$ cat config.mk
export PLATFORM = sky130hd
export DESIGN_NAME = adder15_4_top_flat
export DESIGN_NICKNAME = d
export VERILOG_FILES = /design/src/rtl/adder15_4_if.sv /design/src/rtl/adder15_4_top.sv /design/src/flat_wrapper.sv
export SDC_FILE = /design/constraint.sdc
export NUM_CORES = 1
export LEC_CHECK = 0
export BUFFER_PORTS_ARGS = -buffer_cell sky130_fd_sc_hd__buf_2
export CAP_MARGIN = 20
export CELL_PAD_IN_SITES_DETAIL_PLACEMENT = 1
export CELL_PAD_IN_SITES_GLOBAL_PLACEMENT = 2
export CORE_MARGIN = 5
export CORE_UTILIZATION = 31
export DETAILED_ROUTE_END_ITERATION = 7
export PLACE_DENSITY = 0.81
export SYNTH_ARGS = -nofsm -noshare
export SYNTH_HDL_FRONTEND = slang
export SYNTH_SLANG_ARGS = --single-unit
$ cat constraint.sdc
create_clock -name clk -period 4.85 [get_ports clk]
set_clock_uncertainty 0.2 [all_clocks]
set_input_delay 0.97 -clock clk [delete_from_list [all_inputs] [get_ports clk]]
set_output_delay 0.97 -clock clk [all_outputs]
set_load 0.005 [all_outputs]
$ cat src/rtl/adder15_4_if.sv
// Operand/result bundle for the 15:4 ones counter: sample handshake in, registered counts out.
interface adder15_4_if;
   logic        in_valid;
   logic [14:0] in;
   logic        out_valid;
   logic [3:0]  out;
   logic [2:0]  out5;
   logic        mismatch;

   modport master (output in_valid, in, input out_valid, out, out5, mismatch);
   modport slave  (input in_valid, in, output out_valid, out, out5, mismatch);
endinterface

$ cat src/rtl/adder15_4_top.sv
// Registered 15-input ones counter: cnt5-based primary tree, independent Wallace tree,
// and a registered disagreement flag between the two.
module adder15_4_top (
   input  logic       clk,
   input  logic       reset,
   adder15_4_if.slave bus
);

   function automatic logic [1:0] fa(input logic a, input logic b, input logic c);
      return {(a & b) | (a & c) | (b & c), a ^ b ^ c};
   endfunction

   function automatic logic [1:0] ha(input logic a, input logic b);
      return {a & b, a ^ b};
   endfunction

   function automatic logic [2:0] cnt5(input logic [4:0] x);
      logic s1, c1, s0, c2, b1, b2;
      {c1, s1} = fa(x[4], x[3], x[2]);
      {c2, s0} = fa(s1, x[1], x[0]);
      {b2, b1} = ha(c1, c2);
      return {b2, b1, s0};
   endfunction

   logic [2:0] p0, p1, p2;
   logic [3:0] pri;
   logic       k1, s2, ca, cb, s4, c8a, c8b;

   always_comb begin
      p0 = cnt5(bus.in[14:10]);
      p1 = cnt5(bus.in[9:5]);
      p2 = cnt5(bus.in[4:0]);
      {k1, pri[0]}  = fa(p0[0], p1[0], p2[0]);
      {ca, s2}      = fa(p0[1], p1[1], p2[1]);
      {cb, pri[1]}  = ha(s2, k1);
      {c8a, s4}     = fa(p0[2], p1[2], p2[2]);
      {c8b, pri[2]} = fa(s4, ca, cb);
      // Total never exceeds 15, so the two weight-8 carries are never both set.
      pri[3]        = c8a ^ c8b;
   end

   // Alternate tree shares no logic with the cnt5 instances above.
   wire [4:0] alt_s;
   wire [4:0] alt_c;

   for (genvar g = 0; g < 5; g++) begin : g_csa
      assign {alt_c[g], alt_s[g]} = fa(bus.in[3*g+2], bus.in[3*g+1], bus.in[3*g]);
   end

   logic [3:0] alt;
   logic       t0, d0, d1, u0, u1, e0, e1, e2;

   always_comb begin
      {d0, t0}     = fa(alt_s[0], alt_s[1], alt_s[2]);
      {d1, alt[0]} = fa(t0, alt_s[3], alt_s[4]);
      {e0, u0}     = fa(alt_c[0], alt_c[1], alt_c[2]);
      {e1, u1}     = fa(alt_c[3], alt_c[4], d0);
      {e2, alt[1]} = fa(u0, u1, d1);
      {alt[3], alt[2]} = fa(e0, e1, e2);
   end

   logic [3:0] out_d,  out_q;
   logic [2:0] out5_d, out5_q;
   logic       mis_d,  mis_q;
   logic       vld_q;

   assign out_d  = pri;
   assign out5_d = p2;
   assign mis_d  = (pri != alt);

   always_ff @(posedge clk) begin
      if (reset) begin
         vld_q  <= 1'b0;
         out_q  <= '0;
         out5_q <= '0;
         mis_q  <= 1'b0;
      end else begin
         vld_q <= bus.in_valid;
         if (bus.in_valid) begin
            out_q  <= out_d;
            out5_q <= out5_d;
            mis_q  <= mis_d;
         end
      end
   end

   assign bus.out_valid = vld_q;
   assign bus.out       = out_q;
   assign bus.out5      = out5_q;
   assign bus.mismatch  = mis_q;

endmodule

$ cat src/flat_wrapper.sv
// flat-port wrapper written by rule: the top's interface ports become plain ports
module adder15_4_top_flat 
  (clk, reset, bus_in_valid, bus_in, bus_out_valid, bus_out, bus_out5, bus_mismatch);
  adder15_4_if bus_i ();
  input  logic clk;
  input  logic reset;
  input wire logic [$bits(bus_i.in_valid)-1:0] bus_in_valid;
  input wire logic [$bits(bus_i.in)-1:0] bus_in;
  output wire logic [$bits(bus_i.out_valid)-1:0] bus_out_valid;
  output wire logic [$bits(bus_i.out)-1:0] bus_out;
  output wire logic [$bits(bus_i.out5)-1:0] bus_out5;
  output wire logic [$bits(bus_i.mismatch)-1:0] bus_mismatch;
  assign bus_i.in_valid = bus_in_valid;
  assign bus_i.in = bus_in;
  assign bus_out_valid = bus_i.out_valid;
  assign bus_out = bus_i.out;
  assign bus_out5 = bus_i.out5;
  assign bus_mismatch = bus_i.mismatch;
  adder15_4_top u_core (.clk(clk), .reset(reset), .bus(bus_i));
endmodule
# [Word level (Yosys, flattened, before mapping)]
# Index checks and enable logic that the tools add are counted.
[totals] regBits=9 latchBits=0 mem_bits_rw=0 rom_bits=0 input_bits=18 out_inout_bits=9 word_cells=150 memories=0
[op_classes] addsub=0 n_mul=0 div=0 magnitude_cmp=0 eq_ne=1 n_shift=0 muxes=0 n_bitwise=145 n_reduce_logical=0
[op_table] op="1-bit AND" n=60
[op_table] op="1-bit bitwise XOR" n=45
[op_table] op="1-bit bitwise OR" n=40
[op_table] op="4-bit != test" n=1

# [Longest topological paths before layout]
[logic_depth] word_depth=14 ltp_mapped=13 depth_no_buf=13

# [Worst setup path after synthesis]
# Ideal clock, no wire load.
[synth_timing] kind="input-to-reg" startpoint="input bus_in[7]" endpoint="register u_core.mis_q, in the netlist u_core.bus.mismatch" setup_time_ns=0.091 arrival_time_ns=3.791 t_required_ns=4.559 path_slack_ns=0.768 cell_stages=12 path_buffers=0 cell_sequence="inv_1 fa_1 inv_1 fa_1 ha_1 fa_1 ha_1 inv_1 fa_1 xnor2_1 nor3_1 a311oi_1"
[synth_between] elab_chain_cells=13 word_cells_on_any_way=82 cone_classes="1 x eq/ne; 81 x bitwise"
[synth_rtl] item="start: declaration" line_no="flat_wrapper.sv:8" rtl="input wire logic [$bits(bus_i.in)-1:0] bus_in;"
[synth_rtl] item="1-bit bitwise XOR" line_no="adder15_4_top.sv:10" rtl="return {(a & b) | (a & c) | (b & c), a ^ b ^ c};"
[synth_rtl] item="1-bit AND / 1-bit bitwise XOR (equally long branches)" line_no="adder15_4_top.sv:10"
[synth_rtl] item="1-bit bitwise OR (tied with other cells)" line_no="adder15_4_top.sv:10"
[synth_rtl] item="1-bit bitwise OR / 1-bit AND (equally long branches)" line_no="adder15_4_top.sv:10"
[synth_rtl] item="1-bit bitwise XOR / 1-bit bitwise OR (equally long branches)" line_no="adder15_4_top.sv:14, adder15_4_top.sv:10"
[synth_rtl] item="1-bit AND (tied with other cells)" line_no="adder15_4_top.sv:10"
[synth_rtl] item="1-bit bitwise OR (tied with other cells)" line_no="adder15_4_top.sv:10"
[synth_rtl] item="1-bit bitwise OR / 1-bit AND (equally long branches)" line_no="adder15_4_top.sv:10, adder15_4_top.sv:14"
[synth_rtl] item="1-bit AND / 1-bit bitwise OR (equally long branches)" line_no="adder15_4_top.sv:10"
[synth_rtl] item="1-bit bitwise OR / 1-bit AND (equally long branches)" line_no="adder15_4_top.sv:10"
[synth_rtl] item="1-bit bitwise OR" line_no="adder15_4_top.sv:10"
[synth_rtl] item="1-bit bitwise XOR / 1-bit bitwise OR (equally long branches)" line_no="adder15_4_top.sv:39, adder15_4_top.sv:10"
[synth_rtl] item="4-bit != test (*)" line_no="adder15_4_top.sv:69" rtl="assign mis_d = (pri != alt);"
[synth_rtl] item="end signal: assignment" line_no="adder15_4_top.sv:82" rtl="mis_q <= mis_d;"
[synth_rtl] item="end: declaration" line_no="adder15_4_top.sv:64" rtl="logic mis_d, mis_q;"
# Every way passes the cells marked *; elsewhere a longest branch is shown, timed or not.
# A chain may end at the register's enable or synchronous reset.

# [Final worst setup path]
# Same ends and word-level chain as after synthesis.

==> flow_metrics.py <==
metrics = {
    "run_status": {
        "outcome": "completed",
    },
    "power_and_ir_drop": {
        "finalPower_uw": 404.0,
        "p_per_area_nw_per_um2": 365.3,
        "seqPwrFrac": 0.233,
        "internal-power_uw": 243.9,
        "clkPwrFrac": 0.141,
        "sw_frac_of_total": 0.3963,
        "ir_worst_vdd_v": 0.00009018,
        "leakage_uw": 0.0005786,
        "power_switching_uw": 160.1,
        "power_frac_comb": 0.626,
    },
    "yosys": {
        "ys_seq_elements": 9,
        "syn_avg_cell_area_sq_um": 10.19,
        "synth.net_count": 133,
        "syn_area_sq_um": 927.1,
        "synthesis.instances": 91,
        "synth.distinct_cells": 17,
        "ys_warn_count": 0,
        "synth-seq-area-share": 0.1943,
    },
    "clock_tree": {
        "cts.sinks": 9,
        "worstSkewPairLatency_ns": 0.26,
        "cts.htree.levels": 1,
        "cts_root_buffer": "clkbuf_4",
        "cts_tree": "built",
        "cts_buffers": 3,
        "clockBufferDepth": 2,
        "post_cts_buffers": 0,
        "cts-hold-fix-buffers": 0,
        "clk_pin_slew_ns": 0.06,
        "cts.repair.resized": 0,
    },
    "floorplanning": {
        "die_y_um": 64.69,
        "rows": 19,
        "fp.coreArea_sq_um": 2805,
        "die_x_um": 64.69,
        "start_util": 0.3305,
        "io_pins": 27,
        "die-area_sq_um": 4184,
    },
    "global_route": {
        "grt-ovfl-total": 0,
        "grt_usage": 0.09770,
        "grt_first_pass_wirelength_um": 3180,
        "grt_pass1_vias": 769,
        "grt_start_max_net_pins": 15,
        "antenna_found_initial": 0,
    },
    "flow_run": {
        "drv_cap": 0,
    },
    "sta": {
        "tightest_slew_ns": 0.2605,
        "setup_viol": 0,
        "fin_ws_ns": 0.7658,
        "relSlewSlack": 0.8263,
        "finalHoldViolations": 0,
        "rsz0062_at_grt": "false",
        "finalMaxSlewViolations": 0,
        "fmax_ghz": 0.2448,
        "min_period_ns": 4.084,
        "tns_ns": 0,
        "finalCritPeriodShare": 0.8421,
    },
    "placement": {
        "dp_hpwl_um": 1689,
        "place_congestion": 0.7423,
        "dp_slack_ns": 0.4425,
        "port_buffers": 26,
        "dp_cells": 145,
        "placed_cell_area_sq_um": 1080,
    },
    "worst_setup_path": {
        "worst_setup_path_start_kind": "input port",
        "cp.required_ns": 4.78,
        "rrSetupSlack_ns": 3.95,
        "cp_max_fo": 2,
        "worstPathArrival_ns": 4.01,
        "endpoint_kind": "flop",
        "critPathKind": "in -> reg",
    },
    "finish": {
        "final_area_sq_um": 1106,
        "syn2layout_area_growth_pct": 19.30,
        "final_cells": 149,
        "final_layout_size_suffix_gt1_frac": 0.2458,
        "nets": 161,
        "diodes": 0,
    },
    "drt": {
        "firstDrtPassIters": 4,
        "first_iter_violations": 22,
        "wl_um": 1794,
        "wire_per_inst_um": 12.04,
        "post-route-drc-count": 0,
        "viasPerCell": 4.416,
        "ant_nets": 0,
        "vias": 658,
    },
    "worst_hold_path": {
        "hold_path_class": "reg -> reg",
    },
}
[placed cells by master (no fill, tap or decap)]
cell type	synthesis	routed
inv_1	28	28
a211oi_1	4	4
xnor2_1	5	5
mux2i_1	3	3
o21ai_0	1	1
clkbuf_4	0	3
nor2b_1	1	1
buf_2	0	26
ha_1	5	5
nor2_1	8	8
fa_1	19	19
a311oi_1	1	1
xor2_1	2	2
dfxtp_1	9	9
nor3_1	1	1
nand2b_1	1	1
clkbuf_1	0	1
[worst paths after layout]
kind,start,end,depth (start not counted)
max,bus_in[7],u_core.bus.mismatch$_SDFFE_PP0P_,13
min,u_core.bus.out[0]$_SDFFE_PP0P_,u_core.bus.out[0]$_SDFFE_PP0P_,2
min reg2reg,u_core.bus.out[0]$_SDFFE_PP0P_,u_core.bus.out[0]$_SDFFE_PP0P_,2
max reg2reg,u_core.bus.mismatch$_SDFFE_PP0P_,u_core.bus.mismatch$_SDFFE_PP0P_,2
[synth_stat cells]
cell / count / area share
nor2b_1: 1 / 0.0068
xnor2_1: 5 / 0.047
inv_1: 28 / 0.11
clkbuf_2: 1 / 0.0054
fa_1: 19 / 0.41
nand2b_1: 1 / 0.0068
ha_1: 5 / 0.067
o21ai_0: 1 / 0.0054
a211oi_1: 4 / 0.032
a311oi_1: 1 / 0.0094
xor2_1: 2 / 0.019
nor2_1: 8 / 0.032
buf_1: 1 / 0.0040
mux2i_1: 3 / 0.032
buf_4: 1 / 0.0081
nor3_1: 1 / 0.0054
dfxtp_1: 9 / 0.19
[metrics by stage]
step,utilization,hold slack (ns)
2_1_floorplan,-,0.2715
3_3_place_gp,0.3849,0.2696
3_5_place_dp,0.3849,0.2847
4_1_cts,0.3943,0.2930
5_1_grt,0.3943,0.3266
6_report,0.3943,0.2855
[worst max-delay path, cell delays in order]
cell      delay, ns
buf_2          0.10
inv_1          0.06
fa_1           0.53
inv_1          0.05
fa_1           0.36
ha_1           0.30
fa_1           0.51
ha_1           0.14
inv_1          0.05
fa_1           0.46
xnor2_1        0.14
nor3_1         0.21
a311oi_1       0.12
[registers in the layout, indices dropped and copies added, names as in the netlist]
signal,cells
u_core.bus.out,4
u_core.bus.out5,3
u_core.bus.mismatch,1
u_core.bus.out_valid,1
[layout make-up]
type | instances | area, sq um
fill | 349 | 1699
multi-input combinational | 51 | 625.6
sequential | 9 | 180.2
timing repair buffer | 26 | 130.1
inverter | 28 | 105.1
tap | 31 | 38.79
clock buffer | 4 | 26.28
[metal layers]
metal  wire length [um]  vias up  GRT usage
li1                   -      319          -
met1                750      320     0.1141
met2                928       17     0.1791
met3                 99        2    0.02418
met4                 15        0    0.02375
met5                  0        -          0
[power by group through the flow]
stage / clock network [uW] / logic [uW] / registers, uW
floorplan: 0 / 190 / 97.2
global placement: 0 / 251 / 95.2
detailed placement: 0 / 262 / 96.2
CTS: 60.0 / 261 / 94.4
global route: 64.9 / 298 / 96.0
finish: 57.0 / 253 / 94.0
[kinds of logic (layout without fill, tap and decap cells)]
kind of cell,count (synthesis),after routing,synth area share
compound gates,6,6,0.04723
xor+xnor,7,7,0.06613
fa+ha+maj,24,24,0.4777
buf+inv,31,58,0.1309
flops,9,9,0.1943
mux,3,3,0.03239
simple gates,11,11,0.05129
(Power assumes the default switching activity.)
